===== src/rtl/mux_arbiter_4.sv =====
// Round-robin arbiter driving the select and enable of a 4:1 multiplexer.
// It bounds how long an owner may hold the grant while others wait, and idles one cycle between owners.
module mux_arbiter_4 #(
    parameter int unsigned MAX_HOLD = 8
) (
    input  logic       Clock,
    input  logic       Reset,
    input  logic [3:0] Req,
    output logic [3:0] Grant,
    output logic [1:0] Sel,
    output logic       MuxEnable,
    output logic       Preempt
);

    localparam logic [0:0] ST_IDLE  = 1'b0;
    localparam logic [0:0] ST_GRANT = 1'b1;
    localparam logic [7:0] CNT_MAX  = 8'(MAX_HOLD - 1);

    logic [0:0] state_q, state_d;
    logic [1:0] owner_q, owner_d;
    logic [1:0] ptr_q, ptr_d;
    logic [7:0] cnt_q, cnt_d;
    logic [3:0] grant_q, grant_d;
    logic [1:0] sel_q, sel_d;
    logic       en_q, en_d;
    logic       preempt_q, preempt_d;
    logic       others_req;

    // First asserted request scanning ptr, ptr+1, ptr+2, ptr+3 (mod 4).
    function automatic logic [1:0] rr_pick(input logic [3:0] req, input logic [1:0] ptr);
        logic [1:0] pick;
        logic [1:0] idx;
        pick = ptr;
        for (int i = 3; i >= 0; i--) begin
            idx = ptr + i[1:0];
            if (req[idx]) pick = idx;
        end
        return pick;
    endfunction

    function automatic logic [3:0] one_hot(input logic [1:0] idx);
        return 4'b0001 << idx;
    endfunction

    always_comb begin
        state_d    = state_q;
        owner_d    = owner_q;
        ptr_d      = ptr_q;
        cnt_d      = cnt_q;
        preempt_d  = 1'b0;
        others_req = |(Req & ~one_hot(owner_q));

        case (state_q)
            ST_IDLE: begin
                if (|Req) begin
                    state_d = ST_GRANT;
                    owner_d = rr_pick(Req, ptr_q);
                    cnt_d   = 8'd0;
                end
            end
            ST_GRANT: begin
                if (!Req[owner_q]) begin
                    state_d = ST_IDLE;
                    ptr_d   = owner_q + 2'd1;
                end else if (cnt_q == CNT_MAX && others_req) begin
                    state_d   = ST_IDLE;
                    ptr_d     = owner_q + 2'd1;
                    preempt_d = 1'b1;
                end else if (cnt_q != CNT_MAX) begin
                    cnt_d = cnt_q + 8'd1;
                end
            end
            default: state_d = ST_IDLE;
        endcase

        // Outputs are registered from the next state so a grant appears one edge after the request.
        grant_d = (state_d == ST_GRANT) ? one_hot(owner_d) : 4'b0000;
        sel_d   = (state_d == ST_GRANT) ? owner_d : sel_q;
        en_d    = (state_d == ST_GRANT);
    end

    always_ff @(posedge Clock) begin
        if (Reset) begin
            state_q   <= ST_IDLE;
            owner_q   <= 2'd0;
            ptr_q     <= 2'd0;
            cnt_q     <= 8'd0;
            grant_q   <= 4'b0000;
            sel_q     <= 2'd0;
            en_q      <= 1'b0;
            preempt_q <= 1'b0;
        end else begin
            state_q   <= state_d;
            owner_q   <= owner_d;
            ptr_q     <= ptr_d;
            cnt_q     <= cnt_d;
            grant_q   <= grant_d;
            sel_q     <= sel_d;
            en_q      <= en_d;
            preempt_q <= preempt_d;
        end
    end

    assign Grant     = grant_q;
    assign Sel       = sel_q;
    assign MuxEnable = en_q;
    assign Preempt   = preempt_q;

endmodule


===== config.mk =====
export PLATFORM = sky130hd
export DESIGN_NAME = mux_arbiter_4
export DESIGN_NICKNAME = d
export VERILOG_FILES = /design/src/rtl/mux_arbiter_4.sv
export SDC_FILE = /design/constraint.sdc
export NUM_CORES = 1
export LEC_CHECK = 0
export CORE_MARGIN = 1
export CORE_UTILIZATION = 50
export DETAILED_ROUTE_END_ITERATION = 12
export HOLD_SLACK_MARGIN = 0.15
export PLACE_DENSITY = 0.82
export SLEW_MARGIN = 40
export SYNTH_ARGS = -nofsm -noshare
export SYNTH_HDL_FRONTEND = slang
export SYNTH_SLANG_ARGS = --single-unit

===== constraint.sdc =====
create_clock -name Clock -period 4.7 [get_ports Clock]
set_input_delay 0.705 -clock Clock [delete_from_list [all_inputs] [get_ports Clock]]
set_output_delay 0.705 -clock Clock [all_outputs]
set_load 0.03 [all_outputs]

==> reports/qor.yml <==
cts:
  htreeDepth: 1
  cts_hold_buf: 0
  clock-sinks: 20
  clk_pin_slew_ns: 0.12
  clock-root-buffer: "clkbuf_4"
  cts_buffers: 3
  insertion_delay_ns: 0.31
  cts_tree: "done"
  cts_resized: 0
  postCtsSetupBuffers: 0
  clock_path_buffers: 2
placed_design:
  place.gp.congestion: 0.789
  place_area_um2: 1200
  dp_cells: 157
  portBuffers: 13
  hpwl_um: 1500
sta:
  rsz0062_at_grt: "false"
  skew_ns: 0.00678
  fin_tns_setup_ns: 0
  max_freq_mhz: 449
  fin_crit_sh_pct: 47.4
  slew_viol_final: 0
  timing.hold.ws_ns: 0.550
  finalHoldViolCount: 0
  setup_viol: 0
  post-route-min-period_ns: 2.23
  slew_headroom_pct: 67.6
  worst_pin_slew_ns: 0.486
floorplan:
  core_um2: 1940
  fp.dieW_um: 47.4
  die_area_um2: 2250
  start_util_pct: 53.2
  ios: 14
  core.rowCount: 16
  dieHeight_um: 47.4
global_routing:
  gr-total-overflow: 0
  antenna_found_initial: 0
  met1_usage_pct: 26.1
  top_usage_layer: "met2"
  grt_pass1_wl_um: 3020
  use_met2_pct: 29.6
  grt_max_degree: 13
  grt_use_total_pct: 19.5
  use_met3_pct: 3.77
  grt_pass1_vias: 694
setup_path:
  crit_type: "reg2out"
  cp.arrival_ns: 1.52
  slowest_delay_ns: 0.74
  path_buf_inv: 1
  path_max_fanout: 7
  cp-end-kind: "output pin"
  cp_data_required_time_ns: 3.99
  critPathSlowestCell: "clkdlybuf4s50_1"
  cp-start-kind: "flop"
  path_cells: "clkdlybuf4s50_1"
  crit_family: "buffers and inverters"
route:
  dr_total_vias: 855
  dr.pass1.iters: 4
  antenna_left: 0
  drc_errors: 0
  avgViaCountPerCell: 5.31
  routedWlPerCell_um: 12.0
  drtIter0Drc: 20
  routed_wl_um: 1930
synthesis:
  yosysUniqueCellTypes: 32
  synth_adder_area_share_pct: 6.06
  synth_top_family_by_area: "simple AND/OR/NAND/NOR gates"
  ys_seq_area_share_pct: 38.8
  ys_warn_count: 0
  synth-xor-area-share_pct: 5.09
  synth_compound_area_share_pct: 15.4
  muxShareOfSynthArea_pct: 4.12
  yosys.area_share.simple_pct: 28.0
  synth_seq_cells: 20
  syn_area_per_cell_um2: 8.82
  syn_area_um2: 1030
  netlist_instances: 117
  synth.net_count: 128
run_status:
  status: "finished clean"
power_and_ir_drop:
  power.density_nw_per_um2: 333
  finalPower_w: 0.000416
  ir_worst_vdd_v: 0.000230
  leakage_nw: 0.500
min_path:
  hold_class: "reg2reg"
cells_and_area:
  finalNonFillerCells: 161
  fin_nets: 146
  diodes: 0
  areaGrowthSynthToFinish_pct: 21.0
  design_area_um2: 1250
  drive_gt1_share_pct: 6.72
flow_run:
  drv_cap: 0
[kinds of logic after synthesis]
logic type / Yosys count
xor gates and xnor gates: 6
buffers and inverters: 7
and+or+nand+nor: 56
DFF: 20
adders and majority gates: 5
muxes: 4
AOI/OAI and AO/OA: 19
[per-layer routing]
| metal | vias up | part of all wire (%) |
|---|---|---|
| li1 | 445 | - |
| met1 | 384 | 47 |
| met2 | 21 | 46 |
| met3 | 5 | 4.3 |
| met4 | 0 | 1.8 |
| met5 | - | 0 |
[layout make-up]
class	instances	area, um2
fillers	170	693
clock buffers	3	22.5
well taps	27	33.8
repair buffers	13	130
clock inverters	1	30.0
flip-flops and latches	20	400
inverters	7	26.3
multi-input cells	90	606
[cells in the mapped netlist]
| cell | count | share of area, % |
|---|---|---|
| a21oi_2 | 1 | 0.85 |
| o22ai_1 | 1 | 0.61 |
| a21o_1 | 1 | 0.73 |
| o31ai_1 | 1 | 0.73 |
| nor2b_1 | 3 | 1.8 |
| o21ai_0 | 2 | 0.97 |
| o2111a_1 | 1 | 1.1 |
| o21a_1 | 4 | 2.9 |
| a2bb2oi_1 | 1 | 0.85 |
| ha_1 | 5 | 6.1 |
| dfxtp_1 | 20 | 39 |
| nor3b_1 | 3 | 2.2 |
| a211oi_1 | 1 | 0.73 |
| a221oi_1 | 1 | 0.85 |
| o21ai_1 | 1 | 0.48 |
| inv_1 | 7 | 2.5 |
| a2111oi_1 | 1 | 0.97 |
| o2bb2ai_4 | 1 | 2.7 |
| and3_1 | 6 | 3.6 |
| and3b_1 | 1 | 0.85 |
| nor3_1 | 3 | 1.5 |
| nand3_1 | 3 | 1.5 |
| nand2b_1 | 3 | 1.8 |
| nand2_1 | 9 | 3.3 |
| mux2i_1 | 2 | 1.9 |
| mux2_2 | 2 | 2.2 |
| nand4_1 | 3 | 1.8 |
| or4b_1 | 1 | 0.97 |
| nor2_1 | 20 | 7.3 |
| nor4b_2 | 1 | 1.5 |
| xor2_1 | 6 | 5.1 |
| a21oi_1 | 2 | 0.97 |
[state kept, by name (all words and copies together), names as in the netlist]
register and cells:
ptr_q 2, Preempt 1, Sel 2, MuxEnable 1, Grant 4, owner_q 2
cnt_q 8
[stage by stage]
stage | worst slack, ns | util (%)
after floorplan | 2.80 | -
after global placement | 2.19 | 61.6
after detailed placement | 2.16 | 61.6
after CTS | 2.47 | 64.3
after global routing | 2.35 | 64.3
final | 2.47 | 64.3
[final timing paths]
kind / startpoint / to / slack [ns] / depth (start not counted)
setup / recovery: MuxEnable$_SDFF_PP0_ / MuxEnable / 2.47 / 1
hold / removal: ptr_q[1]$_SDFFE_PP0P_ / ptr_q[1]$_SDFFE_PP0P_ / 0.55 / 2
hold reg to reg: ptr_q[1]$_SDFFE_PP0P_ / ptr_q[1]$_SDFFE_PP0P_ / 0.55 / 2
setup reg to reg: owner_q[0]$_SDFF_PP0_ / Sel[1]$_SDFFE_PP0P_ / 2.73 / 7
[power breakdown]
| part | internal, W | leakage, nW | switching [W] |
|---|---|---|---|
| Sequential | 0.000180 | 0.163 | 0.00000956 |
| Clock | 0.0000863 | 0.0279 | 0.0000548 |
| Combinational | 0.0000369 | 0.309 | 0.0000485 |
| Total | 0.000303 | 0.500 | 0.000113 |
[placed cells by master (no fill, tap or decap), types with 3 or more instances in the layout]
cell type	Yosys	routed
nand3_1	3	3
ha_1	5	5
nor2_1	20	20
dfxtp_1	20	20
o21a_1	4	4
clkdlybuf4s50_1	0	13
nand2b_1	3	3
nor3b_1	3	3
clkbuf_4	0	3
nand4_1	3	3
and3_1	6	6
nand2_1	9	9
inv_1	7	7
nor2b_1	3	3
nor3_1	3	3
xor2_1	6	6
(Power assumes the default switching activity.)
